File: config.mk
export PLATFORM = sky130hd
export DESIGN_NAME = vmm_result_reader
export DESIGN_NICKNAME = d
export VERILOG_FILES = /design/src/rtl/vmm_result_reader.sv
export SDC_FILE = /design/constraint.sdc
export NUM_CORES = 1
export LEC_CHECK = 0
export CAP_MARGIN = 20
export CORE_ASPECT_RATIO = 0.75
export CORE_MARGIN = 10
export CORE_UTILIZATION = 46
export CTS_CLUSTER_DIAMETER = 50
export DETAILED_ROUTE_END_ITERATION = 16
export GPL_ROUTABILITY_DRIVEN = 0
export PLACE_DENSITY = 0.85
export SLEW_MARGIN = 5
export SYNTH_ARGS = -nofsm -noshare
export SYNTH_HDL_FRONTEND = slang
export SYNTH_SLANG_ARGS = --single-unit
File: constraint.sdc
create_clock -name vmm_clk -period 1.9 [get_ports vmm_clk]
set_input_delay 0.19 -clock vmm_clk [delete_from_list [all_inputs] [get_ports vmm_clk]]
set_output_delay 0.19 -clock vmm_clk [all_outputs]
set_load 0.01 [all_outputs]
File: src/rtl/vmm_result_reader.sv
`timescale 1ns/1ps
// vmm_result_reader: steps the VMM result port one element at a time and streams each element,
// tagged with its (row,col), over valid/ready while keeping a wrapping checksum and a sticky index check.
// Latency: REQ->valid 2 cycles, one element per 3 cycles with ready high; a stalled sink holds SEND.

module vmm_result_reader #(
   parameter int         L        = 5,
   parameter int         N        = 5,
   parameter logic [2:0] RD_STATE = 3'd4,
   parameter int         CSUM_W   = 16
) (
   input  logic              vmm_clk,
   input  logic              rst_,
   input  logic              start_i,
   input  logic [2:0]        vmm_state_i,
   input  logic [9:0]        vmm_out_i,
   input  logic [L-1:0]      vmm_i,
   input  logic [N-1:0]      vmm_j,
   output logic              next_o,
   output logic              done_o,
   output logic              elem_valid_o,
   input  logic              elem_ready_i,
   output logic [9:0]        elem_data_o,
   output logic [L-1:0]      elem_row_o,
   output logic [N-1:0]      elem_col_o,
   output logic              elem_last_o,
   output logic              busy_o,
   output logic [CSUM_W-1:0] checksum_o,
   output logic              idx_err_o
);

   localparam int CNT_W = $clog2(L*N+1);
   // The add is done at least element-wide so a checksum narrower than the data still wraps mod 2^CSUM_W.
   localparam int SUM_W = (CSUM_W > 10) ? CSUM_W : 10;

   typedef enum logic [2:0] {
      S_IDLE,
      S_REQ,
      S_WAIT,
      S_SEND,
      S_FIN
   } state_t;

   state_t           state;
   logic [CNT_W-1:0] count;
   logic [L-1:0]     exp_row;
   logic [N-1:0]     exp_col;
   logic [SUM_W-1:0] sum_wide;

   assign sum_wide = SUM_W'(checksum_o) + SUM_W'(elem_data_o);

   // Readout sequencer: every output is registered so strobes to the VMM are glitch-free.
   always_ff @(posedge vmm_clk or negedge rst_) begin
      if (!rst_) begin
         state        <= S_IDLE;
         count        <= '0;
         exp_row      <= '0;
         exp_col      <= '0;
         next_o       <= 1'b0;
         done_o       <= 1'b0;
         elem_valid_o <= 1'b0;
         elem_data_o  <= '0;
         elem_row_o   <= '0;
         elem_col_o   <= '0;
         elem_last_o  <= 1'b0;
         busy_o       <= 1'b0;
         checksum_o   <= '0;
         idx_err_o    <= 1'b0;
      end else begin
         case (state)
            S_IDLE: begin
               // Results from the previous readout stay visible until a start is accepted.
               if (start_i && vmm_state_i == RD_STATE) begin
                  state      <= S_REQ;
                  next_o     <= 1'b1;
                  busy_o     <= 1'b1;
                  count      <= '0;
                  exp_row    <= '0;
                  exp_col    <= '0;
                  checksum_o <= '0;
                  idx_err_o  <= 1'b0;
               end
            end
            S_REQ: begin
               // The VMM registers the element on this edge; its index is the one being stepped out.
               next_o     <= 1'b0;
               elem_row_o <= vmm_i;
               elem_col_o <= vmm_j;
               if (vmm_i != exp_row || vmm_j != exp_col)
                  idx_err_o <= 1'b1;
               state      <= S_WAIT;
            end
            S_WAIT: begin
               elem_data_o  <= vmm_out_i;
               elem_valid_o <= 1'b1;
               elem_last_o  <= (count == CNT_W'(L*N-1));
               state        <= S_SEND;
            end
            S_SEND: begin
               if (elem_ready_i) begin
                  elem_valid_o <= 1'b0;
                  elem_last_o  <= 1'b0;
                  checksum_o   <= sum_wide[CSUM_W-1:0];
                  count        <= count + CNT_W'(1);
                  if (exp_col == N'(N-1)) begin
                     exp_col <= '0;
                     exp_row <= exp_row + L'(1);
                  end else begin
                     exp_col <= exp_col + N'(1);
                  end
                  if (elem_last_o) begin
                     state  <= S_FIN;
                     done_o <= 1'b1;
                  end else begin
                     state  <= S_REQ;
                     next_o <= 1'b1;
                  end
               end
            end
            S_FIN: begin
               done_o <= 1'b0;
               busy_o <= 1'b0;
               state  <= S_IDLE;
            end
            default: state <= S_IDLE;
         endcase
      end
   end

endmodule

==> flow_metrics.env <==
export IMPL_status="finished clean"
export IMPL_routed_via_density=5.73
export IMPL_grt_pass1_wl_um=14200
export IMPL_arrival_ns=2.13
export IMPL_min_period_over_period=0.992
export IMPL_vdd_ir_drop_max_uv=830
export IMPL_dpl_instance_area_sq_um=4080
export IMPL_synthMuxAreaShare=0.0858
export IMPL_critPathLaunchType="flip-flop"
export IMPL_drc=0
export IMPL_cts_clk_slew_worst_paths_ns=0.07
export IMPL_cts_tree="built"
export IMPL_p_per_area_nw_per_um2=1850
export IMPL_synth_edff_count=0
export IMPL_skew_ns=0.00978
export IMPL_fp_dieH_um=92.3
export IMPL_rr_worst_depth=8
export IMPL_synth_compound_area_share=0.121
export IMPL_antenna_found_initial=0
export IMPL_fin_ws_ns=0.0147
export IMPL_fmax_mhz=530
export IMPL_synth_top_flop_cell="dfrtp_1"
export IMPL_fin_area_sq_um=4500
export IMPL_grt_util_all_layers=0.166
export IMPL_wl_per_cell_um=18.2
export IMPL_yosysWarnings=0
export IMPL_rsz0062_at_grt="yes"
export IMPL_routed_wl_um=9020
export IMPL_ioPinCount=69
export IMPL_path_class="reg -> reg"
export IMPL_dp_hpwl_um=6370
export IMPL_ys_seq_elements=60
export IMPL_leakagePower_nw=1.93
export IMPL_endpoint_kind="flip-flop"
export IMPL_cap_violations=0
export IMPL_die_area_sq_um=10700
export IMPL_fin_cells=496
export IMPL_syn_nets=358
export IMPL_rrSetupSlack_ns=0.01
export IMPL_layout_commonest_cell="clkdlybuf4s50_1"
export IMPL_grt_pass1_vias=2892
export IMPL_antenna_diode_count=0
export IMPL_clkLatencyLatePin_ns=0.35
export IMPL_r2r_end="checksum_o[8]"
export IMPL_final_util=0.661
export IMPL_drt_iter0_markers=199
export IMPL_r2r_start="checksum_o[0]"
export IMPL_synthesis_area_sq_um=3210
export IMPL_dp_slack_ns=-0.106
export IMPL_required_ns=2.15
export IMPL_final_nets=450
export IMPL_synthArstFlopShare=1.00
export IMPL_num_rows=26
export IMPL_syn2layout_area_growth_pct=40.2
export IMPL_synth_distinct_cells=48
export IMPL_maxSlewHeadroom=0.619
export IMPL_floorplan_initialDensity=0.472
export IMPL_cts_max_path_buffers=2
export IMPL_numCtsBuffers=9
export IMPL_synth_fa_ha_area_frac=0.0647
export IMPL_finalMaxSlewViolations=0
export IMPL_drive_gt1_frac=0.218
export IMPL_synth_seq_area_share=0.468
export IMPL_syn_inst=315
export IMPL_tightest_slew_ns=0.571
export IMPL_grt_max_degree=25
export IMPL_detailedRoute_firstPassIterationCount=5
export IMPL_crit_path_end="checksum_o[8]"
export IMPL_vias=2843
export IMPL_io_buffers=68
export IMPL_fin_crit_ns=1.89
export IMPL_tns_ns=0
export IMPL_setup_violations=0
export IMPL_finalHoldViolCount=0
export IMPL_cts_root_buf="clkbuf_8"
export IMPL_clock_sinks=60
export IMPL_ant_nets=0
export IMPL_hold_path_class="in -> async"
export IMPL_cp_startpoint="checksum_o[0]"
export IMPL_synth_xor_area_frac=0.0573
export IMPL_cp_max_fo=3
export IMPL_core_area_sq_um=6800
export IMPL_synth_area_per_cell_sq_um=10.2
export IMPL_grt_overflow=0
export IMPL_die_w_um=116
export IMPL_placed_cells=475
export IMPL_yosys_area_share_simple=0.168
export IMPL_cts_max_level=3
export IMPL_synth_top_family_by_area="simple AND/OR/NAND/NOR gates"
export IMPL_most_common_layout_cells="clkdlybuf4s50_1 (67), dfrtp_1 (60), nand2_1 (33), o21ai_0 (26), buf_4 (24)"
-- metal layers --
layer  part of all wire  global-route usage  up-vias
li1                   -                   -     1303
met1               0.40               0.194     1402
met2               0.50               0.274      116
met3              0.075              0.0567       22
met4              0.023              0.0676        0
met5                  0                   0        -
-- flip-flops by register name, indices dropped and copies added, names as in the netlist --
name,count
busy_o,1
checksum_o,16
count,5
done_o,1
elem_col_o,5
elem_data_o,10
elem_last_o,1
elem_row_o,5
elem_valid_o,1
exp_col,5
exp_row,5
idx_err_o,1
next_o,1
state,3
-- where the power goes --
group	total (mW)	internal [mW]	switching [mW]
clock network	1.08	0.578	0.506
logic	4.85	2.57	2.27
registers	2.38	1.82	0.565
-- per-stage QoR --
| step | hold WS, ns | total power [mW] |
|---|---|---|
| 6_report | 0.360 | 8.31 |
| 3_3_place_gp | 0.209 | 6.23 |
| 2_1_floorplan | -0.106 | 4.67 |
| 5_1_grt | 0.430 | 8.88 |
| 4_1_cts | 0.370 | 7.71 |
| 3_5_place_dp | 0.208 | 6.43 |
-- critical path, cell delays in order, from the launching register on --
cell and delay, ns:
dfrtp_1 0.35, ha_2 0.20, inv_2 0.04, fa_2 0.36, nor2b_4 0.16, o2111ai_4 0.14
a21oi_2 0.19, o21ai_1 0.09, a31o_2 0.25
-- layout make-up --
type | count | area, sq um
well taps | 84 | 105
repair buffers | 94 | 877
clock buffers | 13 | 169
flip-flops and latches | 60 | 1500
fillers | 493 | 2300
clock inverters | 3 | 20.0
multi-input cells | 231 | 1780
inverters | 11 | 41.3
-- synth_stat cells, drive strengths merged, types with 4 or more instances --
cell type	n	share of area
mux2	20	0.070
mux2i	5	0.016
ha	15	0.059
xnor2	11	0.030
nand2	33	0.039
clkbuf	6	0.0070
nor2	19	0.025
inv	11	0.013
nand2b	4	0.0078
a21oi	15	0.023
buf	7	0.015
xor2	10	0.027
dfrtp	60	0.47
nand4	8	0.016
nand3	16	0.025
and3	4	0.0078
o21ai	29	0.045
or3	5	0.0098
-- repair_timing --
action	4_1_cts	5_1_grt
resized for setup	11	25
setup endpoints to repair	7	14
hold endpoints to repair	22	0
buffers inserted	3	1
pin swaps	7	12
hold buffers	1	0
-- cells by family (layout without fill, tap and decap cells) --
kind of cell / Yosys count / count (layout)
buf+inv: 24 / 121
simple gates: 105 / 105
flops: 60 / 60
mux: 25 / 25
xor+xnor: 21 / 21
fa+ha+maj: 16 / 16
compound gates: 64 / 64
-- how the worst min path moves through the flow --
| stage | start | to | slack (ns) | depth (start not counted) |
|---|---|---|---|---|
| finish | rst_ | checksum_o[10] | 0.36 | 2 |
| global route | rst_ | elem_data_o[5] | 0.43 | 2 |
| CTS | rst_ | checksum_o[10] | 0.37 | 2 |
| detailed placement | rst_ | checksum_o[11] | 0.21 | 1 |
| global placement | rst_ | elem_data_o[9] | 0.21 | 1 |
| floorplan | rst_ | busy_o | -0.11 | 0 |
Note: power is estimated with default switching activity, not from simulation.
